`src/rtl/hazard_scoreboard.sv`:
```
// hazard_scoreboard
// Per-register pending-result scoreboard for an in-order pipeline. Every
// architectural register except r0 has a small down-counter that holds the
// number of cycles until its in-flight result can be consumed. The ID-stage
// instruction is held while any source it reads is pending, or while its
// destination would still be overwritten later by an older in-flight writer.
//
// Ports
//   clk, rst_n          clock, asynchronous active-low reset
//   id_valid            a valid instruction sits in ID
//   id_rs / id_rt       source indices, qualified by id_rs_used / id_rt_used
//   id_wr_en / id_rd    destination write enable and index
//   id_lat              cycles until the result is forwardable (0 = next cycle)
//   flush               squash the ID instruction
//   stall               hold the ID instruction
//   pc_write_en         PC update enable (!stall)
//   ifid_write_en       IF/ID enable (!stall)
//   idex_bubble         insert NOP into ID/EX (stall || flush)
//   pending_cnt         number of registers with a nonzero counter
//
// NREG must equal 2**AW.
module hazard_scoreboard #(
    parameter int NREG     = 32,
    parameter int AW       = 5,
    parameter int LATW     = 3,
    parameter int FWD_EN   = 1,
    parameter int WB_EXTRA = 2
) (
    input  logic            clk,
    input  logic            rst_n,
    input  logic            id_valid,
    input  logic [AW-1:0]   id_rs,
    input  logic [AW-1:0]   id_rt,
    input  logic            id_rs_used,
    input  logic            id_rt_used,
    input  logic            id_wr_en,
    input  logic [AW-1:0]   id_rd,
    input  logic [LATW-1:0] id_lat,
    input  logic            flush,
    output logic            stall,
    output logic            pc_write_en,
    output logic            ifid_write_en,
    output logic            idex_bubble,
    output logic [AW:0]     pending_cnt
);

    localparam logic [31:0] LD_MAX = 32'((2 ** LATW) - 1);
    localparam logic [31:0] LD_ADD = (FWD_EN != 0) ? 32'd0 : 32'(WB_EXTRA);

    logic [LATW-1:0] cnt_q [1:NREG-1];
    logic [LATW-1:0] cnt_d [1:NREG-1];

    // Read view with r0 hard-wired to zero so indexing needs no special case.
    logic [LATW-1:0] cnt_view [NREG];

    logic [31:0]     ld_wide;
    logic [LATW-1:0] ld;
    logic            haz_a;
    logic            haz_b;
    logic            waw;
    logic            issue;
    logic            do_load;

    always_comb begin
        cnt_view[0] = '0;
        for (int r = 1; r < NREG; r++) begin
            cnt_view[r] = cnt_q[r];
        end
    end

    // Load value is computed wide so that adding the writeback delay can
    // saturate at the counter maximum instead of wrapping.
    always_comb begin
        ld_wide = 32'(id_lat) + LD_ADD;
        if (ld_wide > LD_MAX) begin
            ld = LD_MAX[LATW-1:0];
        end else begin
            ld = ld_wide[LATW-1:0];
        end
    end

    always_comb begin
        haz_a   = id_rs_used && (id_rs != '0) && (cnt_view[id_rs] != '0);
        haz_b   = id_rt_used && (id_rt != '0) && (cnt_view[id_rt] != '0);
        // WAW: an older writer that finishes after this one would clobber it.
        waw     = id_wr_en && (id_rd != '0) && (cnt_view[id_rd] > ld);
        stall   = id_valid && !flush && (haz_a || haz_b || waw);
        issue   = id_valid && !stall && !flush;
        do_load = issue && id_wr_en && (id_rd != '0) && (ld != '0);
    end

    assign pc_write_en   = !stall;
    assign ifid_write_en = !stall;
    assign idex_bubble   = stall || flush;

    always_comb begin
        for (int r = 1; r < NREG; r++) begin
            if (cnt_q[r] != '0) begin
                cnt_d[r] = cnt_q[r] - 1'b1;
            end else begin
                cnt_d[r] = '0;
            end
            // A new load replaces the entry's own decrement this cycle.
            if (do_load && (id_rd == AW'(r))) begin
                cnt_d[r] = ld;
            end
        end
    end

    always_ff @(posedge clk or negedge rst_n) begin
        if (!rst_n) begin
            for (int r = 1; r < NREG; r++) begin
                cnt_q[r] <= '0;
            end
        end else begin
            for (int r = 1; r < NREG; r++) begin
                cnt_q[r] <= cnt_d[r];
            end
        end
    end

    always_comb begin
        pending_cnt = '0;
        for (int r = 1; r < NREG; r++) begin
            pending_cnt = pending_cnt + (AW + 1)'(cnt_q[r] != '0);
        end
    end

endmodule

```
`config.mk`:
```
export PLATFORM = sky130hd
export DESIGN_NAME = hazard_scoreboard
export DESIGN_NICKNAME = d
export VERILOG_FILES = /design/src/rtl/hazard_scoreboard.sv
export SDC_FILE = /design/constraint.sdc
export NUM_CORES = 1
export LEC_CHECK = 0
export BUFFER_PORTS_ARGS = -buffer_cell sky130_fd_sc_hd__buf_2
export CAP_MARGIN = 20
export CORE_MARGIN = 1.5
export CORE_UTILIZATION = 51
export DETAILED_ROUTE_END_ITERATION = 8
export HOLD_SLACK_MARGIN = 0.06
export PLACE_DENSITY_LB_ADDON = 0.08
export REMOVE_ABC_BUFFERS = 1
export SKIP_LAST_GASP = 1
export SYNTH_ARGS = -nofsm -noshare
export SYNTH_HDL_FRONTEND = slang
export SYNTH_SLANG_ARGS = --single-unit
```
`constraint.sdc`:
```
create_clock -name clk -period 8.3 [get_ports clk]
set_clock_uncertainty 0.05 [all_clocks]
set_input_delay 0.83 -clock clk [delete_from_list [all_inputs] [get_ports clk]]
set_output_delay 0.83 -clock clk [all_outputs]
set_load 0.02 [all_outputs]
```
# After elaboration in Yosys (flattened, before gate mapping)
# Cells that the tools add are included.
# word_totals
output_inout_bits	10
wordCells	289
in_bits	25
register_bits	93
# classes
n_reduce_logical	86
n_bitwise	3
n_addsub	61
mux	72
n_eq_ne	31
magnitude_cmp	5
# ops
cell	count
3-bit two-way mux	69
6-bit by 1-bit adder with 6-bit output	25
3-bit nonzero test	34
3-bit by 1-bit subtractor with 3-bit output, second input constant	31
5-bit equality test, second input constant	16
3-bit binary-select mux with 5-bit select	3
1-bit logical AND	44
5-bit by 4-bit equality test with 1-bit output, second input constant	8
5-bit by 3-bit equality test with 1-bit output, second input constant	4
6-bit greater-or-equal comparator, second input constant	3
5-bit NOT with 6-bit output	3
5-bit nonzero test	3
5-bit by 2-bit equality test with 1-bit output, second input constant	2
5-bit by 1-bit adder with 6-bit output	1
4-bit by 1-bit adder with 5-bit output	1
5-bit by 1-bit equality test with 1-bit output, second input constant	1
3-bit by 1-bit adder with 4-bit output	1
2-bit by 1-bit adder with 3-bit output	1
3-bit greater-than comparator	1
3-bit greater-than comparator, second input constant	1
1-bit logical OR	3
1-bit by 1-bit adder with 2-bit output	1
1-bit logical NOT	2

# Longest topological paths before layout
# logic_depth
word_depth	31
depth_mapped	18
mapped_depth_nobuf	18

# Worst setup path after synthesis
# OpenSTA, ideal clock, no wires.
# synth_path
path_kind	register to output
start	register cnt_q[66] in the netlist's numbering
end	output pending_cnt[4]
arrival_ns	5.372
stages_incl_launch_ff	15
required_time_ns	7.420
path_slack_ns	2.048
path_cell_list	dfrtp_1 or3_1 fa_1 inv_1 fa_1 fa_1 fa_1 fa_1 inv_1 fa_1 fa_1 fa_1 a21o_1 a21oi_1 xnor2_1
# synth_between
elab_chain_len	24
# synth_rtl
item	line_no	source
start, declared	50	logic [LATW-1:0] cnt_q [1:NREG-1];
start signal, assigned by index	117	cnt_q[r] <= cnt_d[r];
3-bit nonzero test	125	pending_cnt = pending_cnt + (AW + 1)'(cnt_q[r] != '0);
6-bit by 1-bit adder with 6-bit output (23 in series)	125	
end, declared	44	output logic [AW:0] pending_cnt
# Every way passes these cells.

# Worst setup path after layout
# layout_path
start	register cnt_q[34] in the netlist's numbering
end	output pending_cnt[4]
# layout_between
elab_chain_len	13
# layout_rtl
item	line_no
3-bit nonzero test	125
6-bit by 1-bit adder with 6-bit output (12 in series)	125
# Every way passes these cells.

==> results by group <==
Pwr
  • PD cells: 234 nW/um^2
  • Int Power: 1.09 mW
  • Net Switching: 0.792 mW
  • Switching Fraction: 42.1%
  • LEAKAGE: 4.13 nW
  • Comb power frac: 48.0%
  • Worst VDD drop: 545 uV
  • Clock Power Share: 23.6%
  • Seq pwr share: 28.4%

Floorplan
  • Boundary Pins: 35
  • Die area: 15400 um^2
  • Starting density of the core: 51.9%
  • Die W: 124 um
  • FP Rows: 44
  • Core ar.: 14400 um^2
  • Overall die height: 124 um

Yosys
  • FF+latch count, synth: 93
  • Syn Area/Cell: 9.85 um^2
  • Seq/Total Area, Yosys: 31.1%
  • Synth warnings: 0
  • Post-synth ARST share: 100%
  • Synth unique cells: 59
  • Syn Inst Count: 760
  • Post-synth EDFFs: 0
  • Netlist Area Pre-Place: 7490 um^2
  • Synth Flop Type: dfrtp_1

Final layout
  • Final instance area: 8050 um^2
  • Most common cell after layout, fill and taps aside: dfrtp_1
  • Largest Register: cnt_q
  • Most frequent cells in the layout: 93 x dfrtp_1, 80 x nor2_1, 69 x inv_1
  • Area growth syn-to-layout: 7.45%
  • # diodes: 0
  • Layout cell share with drive strength beyond 1: 19.3%
  • Max reg flops: 93
  • Nets: 860
  • Biggest regs: cnt_q (93)
  • Post-Layout Cell Count: 961

Setup path
  • Worst Path Arrival: 6.06 ns
  • Crit-path max FO: 6
  • Critical path capture point type: primary output
  • WS Path Type: flip-flop to primary output
  • CP startpoint kind: flip-flop
  • Critical Path RT: 7.42 ns

Clock network
  • Clock tree sinks: 93
  • H-tree depth: 3
  • # hold bufs at CTS: 0
  • Post_cts resized: 0
  • Clock transition at the registers of the reported paths: 0.06 ns
  • Root Driver: clkbuf_16
  • Cts bufs inserted: 9
  • Clk buf depth: 2
  • Setup bufs post-CTS: 0
  • TritonCTS clock tree: yes
  • Latest clock arrival within the worst-skew pair: 0.35 ns

STA
  • Worst slew pin tran: 0.887 ns
  • Slew Limit Headroom: 40.8%
  • Fmax: 144 MHz
  • Final setup fails: 0
  • Hold Fails Final Rpt: 0
  • Minimum clock period: 6.94 ns
  • Setup TNS: 0 ns
  • Period utilization: 83.6%
  • Unrepaired setup endpoints after global routing: false
  • Slew Limit Fails: 0

Global routing
  • Largest net degree at the start of global routing: 55
  • GRT overflow: 0
  • Global-route wire length before repair: 34.7 mm
  • Gr usage total: 30.9%
  • Initial antenna violation count: 0
  • Vias in the first global route: 6117

Placed design
  • Routability Congestion: 0.954
  • Placed Instance Area: 7740 um^2
  • Port bufs: 34
  • Placed cell count: 945
  • Post-DP HPWL: 16.2 mm

Routing
  • 1st-pass router iterations: 5
  • Aggregate routed wire length: 22.1 mm
  • Vias: 6108
  • Post-DR vias/cell: 6.36
  • Drt drc: 0
  • Initial DRC count: 497
  • Routed Antenna Nets: 0
  • WL per Instance: 23.0 um

Outcome
  • Run status: finished, final reports clean

Run
  • Total of max-cap violations: 0

Worst hold path
  • Hold Path Class: primary input to async pin
-- kinds of logic (layout without fill, tap and decap cells) --
kind of cell | after synthesis | in the layout | synth area share [%]
AO/OA/AOI/OAI | 111 | 111 | 9.73
XOR/XNOR | 3 | 3 | 0.351
adder cells (fa/ha/maj) | 63 | 63 | 12.8
buffers and inverters | 110 | 127 | 6.27
flip-flops | 93 | 93 | 31.1
multiplexers | 129 | 129 | 22.8
AND/OR/NAND/NOR | 251 | 251 | 16.9
-- area by class of cell --
cell class              count  area, um^2
clock buffers              12         236
clock inverters             4        72.6
flip-flops and latches     93        2330
repair buffers             41         225
multi-input cells         557        4690
inverters                  70         263
well taps                 184         230
fillers                  1319        6380
-- metal layers --
metal / wire (um) / global-route usage [%]
met2: 10400 / 49.6
met1: 9490 / 41.7
met4: 533 / 10.4
met5: 0 / 0
met3: 1600 / 6.73
-- synthesized netlist by cell type, drive strengths merged (3+ instances only) --
master / instances / area (um^2)
a31oi: 5 / 46.3
nor4: 10 / 62.6
inv: 70 / 263
dfrtp: 93 / 2330
o211ai: 4 / 30.0
o21ai: 36 / 180
clkbuf: 19 / 72.6
nand2: 37 / 139
o41ai: 4 / 35.0
a221oi: 4 / 35.0
a21oi: 22 / 110
nor3b: 15 / 113
a211oi: 11 / 82.6
mux4: 26 / 593
nand2b: 7 / 43.8
o2111ai: 3 / 26.3
nand4: 25 / 163
ha: 40 / 500
nor4b: 4 / 35.0
mux2i: 37 / 370
nor2b: 8 / 50.1
a21o: 3 / 22.5
a2111oi: 3 / 26.3
and3: 11 / 68.8
a22oi: 4 / 30.0
mux2: 66 / 743
nand3: 11 / 55.1
buf: 21 / 134
nor2: 80 / 300
nor3: 33 / 170
fa: 23 / 460
and2: 4 / 25.0
-- power groups by stage --
stage               registers [mW]  clock network (mW)  logic [mW]
detailed placement           0.542                   0       0.892
finish                       0.535               0.444       0.902
global placement             0.538                   0       0.882
CTS                          0.534               0.451       0.909
global route                 0.541               0.468        1.02
floorplan                    0.528                   0       0.643
-- metrics by stage --
stage | utilization (%) | power [mW] | worst slack (ns) | hold slack (ns)
finish | 55.8 | 1.88 | 1.36 | 0.416
global route | 55.8 | 2.03 | 1.14 | 0.463
CTS | 55.8 | 1.89 | 1.37 | 0.435
detailed placement | 53.6 | 1.43 | 1.76 | 0.529
global placement | 53.6 | 1.42 | 1.82 | 0.524
floorplan | - | 1.17 | 2.05 | 0.484
-- critical path, cell delays in order (launching register included) --
cell	delay [ns]
dfrtp_1	0.43
nor3_1	0.54
fa_1	0.55
fa_1	0.57
fa_1	0.45
fa_1	0.52
fa_1	0.55
inv_1	0.06
fa_1	0.53
fa_1	0.45
fa_1	0.42
a21o_1	0.19
a21oi_1	0.16
xnor2_1	0.12
buf_2	0.18
-- worst paths after layout --
path / from / end / slack, ns / cells after the start
hold / removal: rst_n / cnt_q[31]$_DFF_PN0_ / 0.42 / 1
hold reg to reg: cnt_q[53]$_DFF_PN0_ / cnt_q[53]$_DFF_PN0_ / 0.54 / 2
min in group clk: cnt_q[53]$_DFF_PN0_ / cnt_q[53]$_DFF_PN0_ / 0.54 / 2
max in group asynchronous: rst_n / cnt_q[68]$_DFF_PN0_ / 6.65 / 2
setup / recovery: cnt_q[34]$_DFF_PN0_ / pending_cnt[4] / 1.36 / 14
setup reg to reg: cnt_q[22]$_DFF_PN0_ / cnt_q[31]$_DFF_PN0_ / 4.25 / 11
Note: power is estimated with default switching activity, not from simulation.
